==> src/rtl/jogo_pkg.sv <==
// Shared definitions for the VGA shooter: playfield size, coordinate type
// and vertical direction encoding used by every game block.
package jogo_pkg;

  localparam int LARGURA_TELA = 640;
  localparam int ALTURA_TELA  = 480;
  localparam int LARG_COORD   = 10;

  // Vertical direction of a projectile: SOBE moves toward y = 0.
  localparam logic SOBE  = 1'b1;
  localparam logic DESCE = 1'b0;

  typedef logic [LARG_COORD-1:0] coord_t;

endpackage

==> src/rtl/projetil_slot.sv <==
// One projectile slot: holds ativo/x/y/dir, loads a new shot on carregar,
// moves PASSO pixels per mover pulse and retires itself at the screen edge.
// Ports:
//   CLOCK_50, reset  clock and asynchronous active-high reset
//   limpar           clears ativo (highest priority)
//   carregar         loads x_in/y_in/dir_in and sets ativo
//   x_in, y_in       spawn position
//   dir_in           spawn direction (SOBE/DESCE)
//   mover            movement tick
//   ativo, x, y      registered slot state
module projetil_slot
  import jogo_pkg::*;
#(
  parameter int PASSO       = 1,
  parameter int ALTURA_TELA = 480
) (
  input  logic   CLOCK_50,
  input  logic   reset,
  input  logic   limpar,
  input  logic   carregar,
  input  coord_t x_in,
  input  coord_t y_in,
  input  logic   dir_in,
  input  logic   mover,
  output logic   ativo,
  output coord_t x,
  output coord_t y
);

  localparam logic [10:0] PASSO_11  = 11'(PASSO);
  localparam logic [10:0] ALTURA_11 = 11'(ALTURA_TELA);
  localparam coord_t      PASSO_C   = coord_t'(PASSO);

  logic   ativo_reg;
  logic   dir_reg;
  coord_t x_reg;
  coord_t y_reg;
  logic [10:0] y_ext;

  // Bounds are checked on 11 bits so y + PASSO cannot wrap.
  assign y_ext = {1'b0, y_reg};

  always_ff @(posedge CLOCK_50 or posedge reset) begin
    if (reset) begin
      ativo_reg <= 1'b0;
      dir_reg   <= 1'b0;
      x_reg     <= '0;
      y_reg     <= '0;
    end else if (limpar) begin
      ativo_reg <= 1'b0;
    end else if (carregar) begin
      ativo_reg <= 1'b1;
      dir_reg   <= dir_in;
      x_reg     <= x_in;
      y_reg     <= y_in;
    end else if (mover && ativo_reg) begin
      if (dir_reg == SOBE) begin
        if (y_ext < PASSO_11) ativo_reg <= 1'b0;
        else                  y_reg     <= y_reg - PASSO_C;
      end else begin
        if (y_ext + PASSO_11 >= ALTURA_11) ativo_reg <= 1'b0;
        else                               y_reg     <= y_reg + PASSO_C;
      end
    end
  end

  assign ativo = ativo_reg;
  assign x     = x_reg;
  assign y     = y_reg;

endmodule

==> src/rtl/gerenciador_projeteis.sv <==
// Pool of N_BALAS vertical projectiles. Allocates the lowest free slot on a
// fire request, advances all active slots on a shared movement tick and
// retires slots on screen exit or reported hit.
// Ports:
//   CLOCK_50, reset      clock and asynchronous active-high reset
//   pausa                freezes tick, cooldown and firing
//   reiniciarJogo        synchronous clear of all slots and cooldown
//   disparo, sentidoY    fire request and direction (1 = up)
//   xi, yi               shooter position
//   colisao              per-slot hit, clears that slot next cycle
//   disparo_aceito       one-cycle pulse, shot allocated
//   disparo_rejeitado    one-cycle pulse, shot refused
//   ativo, x_flat, y_flat  slot state, slot i at bits [10i+9:10i]
//   raio                 constant projectile radius
module gerenciador_projeteis
  import jogo_pkg::*;
#(
  parameter int N_BALAS        = 4,
  parameter int DIV_TICK       = 50000,
  parameter int PASSO          = 1,
  parameter int ALTURA_TELA    = jogo_pkg::ALTURA_TELA,
  parameter int OFFSET_DISPARO = 35,
  parameter int COOLDOWN       = 8,
  parameter int RAIO           = 5
) (
  input  logic                  CLOCK_50,
  input  logic                  reset,
  input  logic                  pausa,
  input  logic                  reiniciarJogo,
  input  logic                  disparo,
  input  logic                  sentidoY,
  input  logic [9:0]            xi,
  input  logic [9:0]            yi,
  input  logic [N_BALAS-1:0]    colisao,
  output logic                  disparo_aceito,
  output logic                  disparo_rejeitado,
  output logic [N_BALAS-1:0]    ativo,
  output logic [10*N_BALAS-1:0] x_flat,
  output logic [10*N_BALAS-1:0] y_flat,
  output logic [9:0]            raio
);

  localparam int TW = (DIV_TICK > 1) ? $clog2(DIV_TICK) : 1;
  localparam int CW = (COOLDOWN > 0) ? $clog2(COOLDOWN + 1) : 1;
  localparam int IW = (N_BALAS > 1) ? $clog2(N_BALAS) : 1;

  localparam logic [TW-1:0] TICK_MAX  = TW'(DIV_TICK - 1);
  localparam logic [CW-1:0] COOL_INI  = CW'(COOLDOWN);
  localparam logic [10:0]   OFFSET_11 = 11'(OFFSET_DISPARO);
  localparam logic [10:0]   ALTURA_11 = 11'(ALTURA_TELA);
  localparam coord_t        OFFSET_C  = coord_t'(OFFSET_DISPARO);

  logic [TW-1:0]      tick_cnt_reg;
  logic [CW-1:0]      cool_reg;
  logic               aceito_reg;
  logic               rejeitado_reg;
  logic               tick;
  logic [N_BALAS-1:0] ativo_w;
  logic               livre;
  logic [IW-1:0]      idx_livre;
  logic               fora_tela;
  logic               aceita;
  coord_t             y_spawn;
  logic [10:0]        yi_ext;

  // Movement tick; the divider stalls while paused so the phase is kept.
  assign tick = (tick_cnt_reg == TICK_MAX) && !pausa;

  always_ff @(posedge CLOCK_50 or posedge reset) begin
    if (reset)                       tick_cnt_reg <= '0;
    else if (pausa)                  tick_cnt_reg <= tick_cnt_reg;
    else if (tick_cnt_reg == TICK_MAX) tick_cnt_reg <= '0;
    else                             tick_cnt_reg <= tick_cnt_reg + 1'b1;
  end

  // Lowest-index inactive slot. A slot hit this cycle is still active here,
  // so it cannot be reallocated until the following cycle.
  always_comb begin
    livre     = 1'b0;
    idx_livre = '0;
    for (int i = N_BALAS - 1; i >= 0; i--) begin
      if (!ativo_w[i]) begin
        livre     = 1'b1;
        idx_livre = IW'(i);
      end
    end
  end

  assign yi_ext    = {1'b0, yi};
  assign fora_tela = sentidoY ? (yi_ext < OFFSET_11)
                              : (yi_ext + OFFSET_11 >= ALTURA_11);
  assign aceita    = disparo && !reiniciarJogo && !pausa && (cool_reg == '0)
                     && livre && !fora_tela;
  assign y_spawn   = sentidoY ? (yi - OFFSET_C) : (yi + OFFSET_C);

  always_ff @(posedge CLOCK_50 or posedge reset) begin
    if (reset) begin
      cool_reg      <= '0;
      aceito_reg    <= 1'b0;
      rejeitado_reg <= 1'b0;
    end else begin
      aceito_reg    <= aceita;
      rejeitado_reg <= disparo && !aceita;
      if (reiniciarJogo)              cool_reg <= '0;
      else if (aceita)                cool_reg <= COOL_INI;
      else if (tick && cool_reg != '0) cool_reg <= cool_reg - 1'b1;
    end
  end

  genvar gi;
  generate
    for (gi = 0; gi < N_BALAS; gi++) begin : g_slot
      projetil_slot #(
        .PASSO       (PASSO),
        .ALTURA_TELA (ALTURA_TELA)
      ) u_slot (
        .CLOCK_50 (CLOCK_50),
        .reset    (reset),
        .limpar   (reiniciarJogo || (colisao[gi] && ativo_w[gi])),
        .carregar (aceita && (idx_livre == IW'(gi))),
        .x_in     (xi),
        .y_in     (y_spawn),
        .dir_in   (sentidoY),
        .mover    (tick),
        .ativo    (ativo_w[gi]),
        .x        (x_flat[10*gi +: 10]),
        .y        (y_flat[10*gi +: 10])
      );
    end
  endgenerate

  assign ativo             = ativo_w;
  assign disparo_aceito    = aceito_reg;
  assign disparo_rejeitado = rejeitado_reg;
  assign raio              = 10'(RAIO);

endmodule
==> config.mk <==
export PLATFORM = sky130hd
export DESIGN_NAME = gerenciador_projeteis
export DESIGN_NICKNAME = d
export VERILOG_FILES = /design/src/rtl/jogo_pkg.sv /design/src/rtl/projetil_slot.sv /design/src/rtl/gerenciador_projeteis.sv
export SDC_FILE = /design/constraint.sdc
export NUM_CORES = 1
export LEC_CHECK = 0
export BUFFER_PORTS_ARGS = -buffer_cell sky130_fd_sc_hd__buf_2
export CAP_MARGIN = 25
export CORE_MARGIN = 2
export CORE_UTILIZATION = 35
export CTS_BUF_LIST = sky130_fd_sc_hd__clkbuf_8
export CTS_CLUSTER_DIAMETER = 100
export CTS_CLUSTER_SIZE = 30
export DETAILED_ROUTE_END_ITERATION = 8
export PLACE_DENSITY_LB_ADDON = 0.05
export SETUP_SLACK_MARGIN = 0.4
export SYNTH_ARGS = -nofsm -noshare
export SYNTH_HDL_FRONTEND = slang
export SYNTH_HIERARCHICAL = 1
export SYNTH_SLANG_ARGS = --single-unit
export TNS_END_PERCENT = 1
==> constraint.sdc <==
create_clock -name CLOCK_50 -period 9.9 [get_ports CLOCK_50]
set_clock_uncertainty 0.05 [all_clocks]
set_input_delay 1.98 -clock CLOCK_50 [delete_from_list [all_inputs] [get_ports CLOCK_50]]
set_output_delay 1.98 -clock CLOCK_50 [all_outputs]
set_load 0.03 [all_outputs]
==> results of run 1 <==
-- metrics by stage --
stage / cells / util (%) / total power, mW
2_1_floorplan: 881 / - / 0.730
3_3_place_gp: 1216 / 38.6 / 0.819
3_5_place_dp: 1218 / 38.7 / 0.814
4_1_cts: 1234 / 39.7 / 1.13
5_1_grt: 1239 / 40.0 / 1.17
6_report: 1239 / 40.0 / 1.11
-- kinds of logic (layout without fill, tap and decap cells) --
kind of cell	after synthesis	count (layout)	share of synthesized area, %
AOI/OAI and AO/OA	202	202	20.1
xor gates and xnor gates	34	34	4.05
adders and majority gates	12	12	2.04
buffers and inverters	98	179	6.04
DFF	110	110	37.5
muxes	13	13	1.82
other	2	12	0.102
and+or+nand+nor	402	402	28.4
-- routing by layer --
metal | GRT usage (%) | vias up | routed length [um]
met1 | 31.0 | 3327 | 11300
li1 | - | 3312 | -
met2 | 33.6 | 163 | 11200
met5 | 0 | - | 13
met4 | 6.57 | 2 | 503
met3 | 2.75 | 29 | 961
-- cell usage in the layout, fill, tap and decap left out, types with 5 or more instances in the layout --
master	count
a311o_1	6
xor2_1	11
nor3_2	5
and4b_1	7
conb_1	10
nor3_1	37
inv_1	40
nand2b_1	8
nor2_1	45
clkbuf_8	9
xnor2_1	23
nand4_1	11
o21ai_1	22
o221ai_1	9
a211oi_1	10
o21ai_0	13
ha_1	12
and4_1	7
nor2b_1	7
o22ai_1	16
nor4_1	7
a311oi_2	6
a31oi_1	6
and3_1	6
nand3_1	44
o22a_1	6
or4b_1	5
buf_4	5
a21oi_1	51
dfrtp_1	110
nor3b_1	6
o31ai_1	7
buf_2	115
nand2_1	170
mux2i_1	10
-- power groups by stage --
stage	sequential (mW)	combinational (mW)	clock, mW
2_1_floorplan	0.578	0.153	0
3_3_place_gp	0.553	0.266	0
3_5_place_dp	0.552	0.263	0
4_1_cts	0.544	0.263	0.318
5_1_grt	0.552	0.290	0.333
6_report	0.545	0.265	0.305
-- critical path, cell delays in order --
cell	delay (ns)
buf_2	0.14
inv_1	0.07
ha_1	0.22
and4b_1	0.24
nand3_1	0.09
a311o_1	0.16
nand3_1	0.33
nor3b_1	0.84
inv_1	0.45
nor2_1	0.49
buf_6	0.21
o221ai_1	0.12
a21oi_1	0.17
-- cell type report --
cell class / count / area (um2) / area share [%]
multi-input combinational: 673 / 4190 / 50.3
antenna: 2 / 5.00 / 0.0601
inverter: 40 / 150 / 1.80
clock inverter: 7 / 92.6 / 1.11
timing repair buffer: 123 / 667 / 8.01
clock buffer: 9 / 124 / 1.49
sequential: 110 / 2750 / 33.1
tap: 275 / 344 / 4.13
-- how the worst min path moves through the flow --
| stage | from | endpoint |
|---|---|---|
| after CTS | tick_cnt_reg[15]$_DFFE_PP0N_ | tick_cnt_reg[15]$_DFFE_PP0N_ |
| final | tick_cnt_reg[15]$_DFFE_PP0N_ | tick_cnt_reg[15]$_DFFE_PP0N_ |
| after global placement | g_slot[1].u_slot/x[3]$_DFFE_PP0P_ | g_slot[1].u_slot/x[3]$_DFFE_PP0P_ |
| after floorplan | tick_cnt_reg[15]$_DFFE_PP0N_ | tick_cnt_reg[15]$_DFFE_PP0N_ |
| after global routing | tick_cnt_reg[15]$_DFFE_PP0N_ | tick_cnt_reg[15]$_DFFE_PP0N_ |
| after detailed placement | g_slot[2].u_slot/x[5]$_DFFE_PP0P_ | g_slot[2].u_slot/x[5]$_DFFE_PP0P_ |
==> run_results.csv, run 1 <==
group,metric,value,unit
run_status,status,"finished clean",
placed_design,place_ws,4.04,ns
global_routing,overflow,0,
cts,post-cts-setup-buffer-count,0,
timing,rsz0062_at_grt,"false",
power,p_int,0.703,mW
setup_path,reg2reg_to,"g_slot[1].u_slot/y[4]$_DFFE_PP0P_",
yosys,synth_top_cell_by_area,"dfrtp_1",
yosys,synth_edf_count,0,
global_routing,grt_pass1_wl,37200,um
setup_path,reg2reg_depth,11,
timing,fin_ws,4.66,ns
setup_path,crit_path_start,"yi[0]",
placed_design,dpl-instance-area,8050,um2
setup_path,arrival,5.51,ns
floorplan,die_x,149,um
routing,final_antenna_net_count,0,
setup_path,setup.worst_path.end,"g_slot[1].u_slot/y[4]$_DFFE_PP0P_",
power,seq_power_share,48.9,%
routing,first_iter_violations,463,
timing,finalSetupViolCount,0,
final_layout,fin_nets,999,
yosys,yosysSeqAreaShare,37.5,%
cts,cts_max_level,3,
setup_path,end_kind,"flip-flop",
floorplan,die_area,22200,um2
timing,post-route-period-util,52.9,%
placed_design,finalWeightedCongestion,0.836,
worst_hold_path,min_delay_path_depth,1,
global_routing,grt_pass1_vias,6455,
routing,avgViaCountPerCell,5.51,
final_layout,final_cell_area,8320,um2
setup_path,crit_required,10.17,ns
setup_path,cp_max_fo,15,
cts,cts_buffers,9,
placed_design,port_buffers,115,
yosys,netlist_top_cells_count,"nand2_1 (170), dfrtp_1 (110), a21oi_1 (51), nor2_1 (45), nand3_1 (44)",
yosys,postSynthAreaPerCell,8.42,um2
routing,vias,6833,
yosys,synth_seq_cells,110,
final_layout,layout-drive-gt1-share,19.3,%
worst_hold_path,hp-class,"reg2reg",
yosys,synth.most_common_cell,"nand2_1",
cts,cts_num_sinks,110,
setup_path,start_kind,"primary input",
run,drv_cap,0,
timing,drv_slew,0,
yosys,yosysTopAreaCellShare,37.5,%
timing,fmax,191,MHz
global_routing,grt_max_degree,23,
cts,cts.clk_slew.worst_paths,0.11,ns
final_layout,n_fill_cell,2219,
cts,cts_tree,"done",
yosys,ys_types,80,
final_layout,area_growth,13.3,%
routing,wire_per_inst,19.3,um
timing,tightestPinTransition,0.994,ns
timing,hold_viol,0,
global_routing,gr-usage-all-layers,21.5,%
routing,route.detailed.drc,0,
power,power.density,134,nW/um2
timing,tns,0,ns
floorplan,coreArea,20800,um2
power,combinationalPowerShare,23.7,%
yosys,syn_area,7350,um2
cts,root_buffer,"clkbuf_8",
floorplan,die_y,149,um
timing,whs,0.426,ns
power,peakVddDrop,112,uV
floorplan,io_pins,126,
placed_design,dp_hpwl,17200,um
yosys,netlist_instances,873,
routing,drtPass1Iterations,5,
global_routing,antenna_found_initial,3,
timing,slew_headroom,33.2,%
routing,routed_wl,24000,um
yosys,synthFlopType,"dfrtp_1",
power,power_leakage,3.80,nW
floorplan,row_count,53,
timing,period_needed,5.24,ns
setup_path,r2r-start,"cool_reg[0]$_DFFE_PP0P_",
yosys,synth_area_leaders,"dfrtp_1 (37%), nand2_1 (8.7%), a21oi_1 (3.5%), nand3_1 (3.0%), xnor2_1 (2.7%)",
power,power.net_switching,0.411,mW
yosys,synthArstFlopShare,100,%
power,clkPwrFrac,27.4,%
cts,insertion_delay,0.40,ns
yosys,ys_warn_count,6,
setup_path,reg2reg_setup_slack,5.69,ns
cts,cts_hold_buf,0,
cts,cts_resized,0,
cts,clockBufferDepth,2,
power,p_sw_share,36.9,%
setup_path,path_class,"in2reg",
floorplan,initial_core_util,35.3,%
No activity file was read; power rests on OpenSTA's default activity.
==> run 2: changes to the inputs <==
- clock period: 9.9 -> 4.4 ns (I/O delays scaled with it)
==> run 2 against run 1 <==
  * Routed wire length down 0.88%
  * Largest power group unchanged
  * Die area unchanged
  * Critical endpoint is now g_slot[3].u_slot/y[8]$_DFFE_PP0P_
  * Power up 120%
  * Clock power up 120%
  * Final area up 0.81%
  * Cell count up 1.0%
  * Critical path type unchanged
==> run_results.csv, run 2 (same netlist as run 1, synthesis figures left out) <==
group,metric,value,unit
setup_path,slowest_delay,0.37,ns
setup_path,arrival,3.74,ns
timing,slew_headroom,38.7,%
floorplan,row_count,53,
global_routing,grt_max_degree,23,
cts,cts_tree,"done",
cts,clockBufferDepth,2,
run_status,status,"finished clean",
global_routing,gr-usage-all-layers,21.5,%
routing,routed_wl,23800,um
routing,route.detailed.drc,0,
cts,post-cts-setup-buffer-count,0,
power,peakVddDrop,175,uV
routing,final_antenna_net_count,0,
cts,cts.clk_slew.worst_paths,0.12,ns
global_routing,overflow,0,
cts,cts_buffers,9,
placed_design,dp_hpwl,17300,um
placed_design,port_buffers,115,
setup_path,cp_max_fo,11,
floorplan,io_pins,126,
final_layout,fin_nets,1012,
setup_path,end_kind,"flip-flop",
cts,insertion_delay,0.40,ns
worst_hold_path,hp-class,"reg2reg",
global_routing,antenna_found_initial,1,
timing,tightestPinTransition,0.918,ns
routing,first_iter_violations,449,
timing,drv_slew,0,
floorplan,die_x,149,um
final_layout,n_fill_cell,2203,
timing,fmax,285,MHz
timing,hold_viol,0,
setup_path,crit_path_start,"yi[1]",
final_layout,area_growth,14.2,%
placed_design,finalWeightedCongestion,0.817,
timing,whs,0.431,ns
timing,post-route-period-util,79.8,%
final_layout,layout_commonest_cell,"nand2_1",
routing,avgViaCountPerCell,5.47,
floorplan,die_y,149,um
cts,cts_num_sinks,110,
timing,rsz0062_at_grt,"false",
setup_path,crit_slowest_cell,"or3b_1",
global_routing,grt_pass1_wl,37000,um
routing,drtPass1Iterations,5,
routing,wire_per_inst,19.0,um
final_layout,final_util,40.3,%
setup_path,path_class,"in2reg",
floorplan,coreArea,20800,um2
setup_path,crit_required,4.63,ns
timing,period_needed,3.51,ns
timing,finalSetupViolCount,0,
setup_path,crit_chain,"buf_2, inv_1, ha_1, or3b_1, a211o_1, a311o_1, nand3_1, nor4_2, inv_1, nor2_1, a41oi_4, nor3_2, and3_1, a311o_1",
setup_path,start_kind,"primary input",
setup_path,critPathBufInv,3,
cts,cts_hold_buf,0,
floorplan,die_area,22200,um2
power,power_leakage,3.85,nW
timing,tns,0,ns
final_layout,layout_common_cells,"nand2_1 (170), buf_2 (115), dfrtp_1 (110), a21oi_1 (51), nor2_1 (45)",
cts,cts_max_level,3,
final_layout,layout-drive-gt1-share,20.4,%
setup_path,r2r-start,"cool_reg[0]$_DFFE_PP0P_",
floorplan,initial_core_util,35.3,%
routing,vias,6854,
worst_hold_path,worstHoldStart,"g_slot[3].u_slot/x[9]$_DFFE_PP0P_",
setup_path,crit_family,"compound AO/OA/AOI/OAI gates",
cts,cts_resized,0,
cts,root_buffer,"clkbuf_8",
run,drv_cap,0,
power,power.density,295,nW/um2
global_routing,grt_pass1_vias,6388,
run 2: changes by cell type in the layout (fill, tap and decap cells not counted), sizes merged:
cell      previous run  this run
buf                123       136
clkinvlp             1         0
clkinv               2         0
inv                 43        47
bufinv               1         0
run 2: metrics by stage:
stage / area [um2] / setup WS, ns / cells / total power, mW
2_1_floorplan: 7380 / 0.499 / 881 / 1.64
3_3_place_gp: 8150 / 0.575 / 1232 / 1.84
3_5_place_dp: 8150 / 0.505 / 1232 / 1.84
4_1_cts: 8360 / 0.935 / 1248 / 2.51
5_1_grt: 8390 / 0.690 / 1251 / 2.62
6_report: 8390 / 0.888 / 1252 / 2.48
run 2: tightest hold or removal path: cells and delay by family, from the launching register on:
family | cells | cell delay (ns)
flops | 1 | 0.35
simple gates | 2 | 0.10
run 2: final timing paths:
path                                                     end  slack, ns  depth (start not counted)
max                        g_slot[3].u_slot/y[8]$_DFFE_PP0P_       0.89                         14
min in group asynchronous  g_slot[1].u_slot/x[2]$_DFFE_PP0P_       0.49                          2
max reg2reg                g_slot[0].u_slot/y[8]$_DFFE_PP0P_       1.10                         11
min reg2reg                g_slot[3].u_slot/x[9]$_DFFE_PP0P_       0.43                          2
max in group asynchronous  g_slot[3].u_slot/y[5]$_DFFE_PP0P_       3.04                          2
min                        g_slot[3].u_slot/x[9]$_DFFE_PP0P_       0.43                          2
run 2: metal layers:
layer	vias to the layer above	wire length, um	track usage, %
li1	3339	-	-
met1	3331	11200	30.2
met2	162	11400	34.7
met3	22	830	3.55
met4	0	333	5.24
met5	-	0	0
run 2: final cells by class:
cell class                      count  area (um2)  share of cell area, %
Clock inverter                      7        78.8                  0.939
Antenna cell                        2        5.00                 0.0596
Timing Repair Buffer              136         748                   8.92
Clock buffer                        9         124                   1.48
Tap cell                          275         344                   4.10
Inverter                           40         150                   1.79
Multi-Input combinational cell    673        4190                   49.9
Sequential cell                   110        2750                   32.8
run 2: report_power, final:
part	internal (mW)	switching [mW]
logic	0.208	0.389
registers	1.10	0.120
clock network	0.234	0.424
total	1.54	0.934
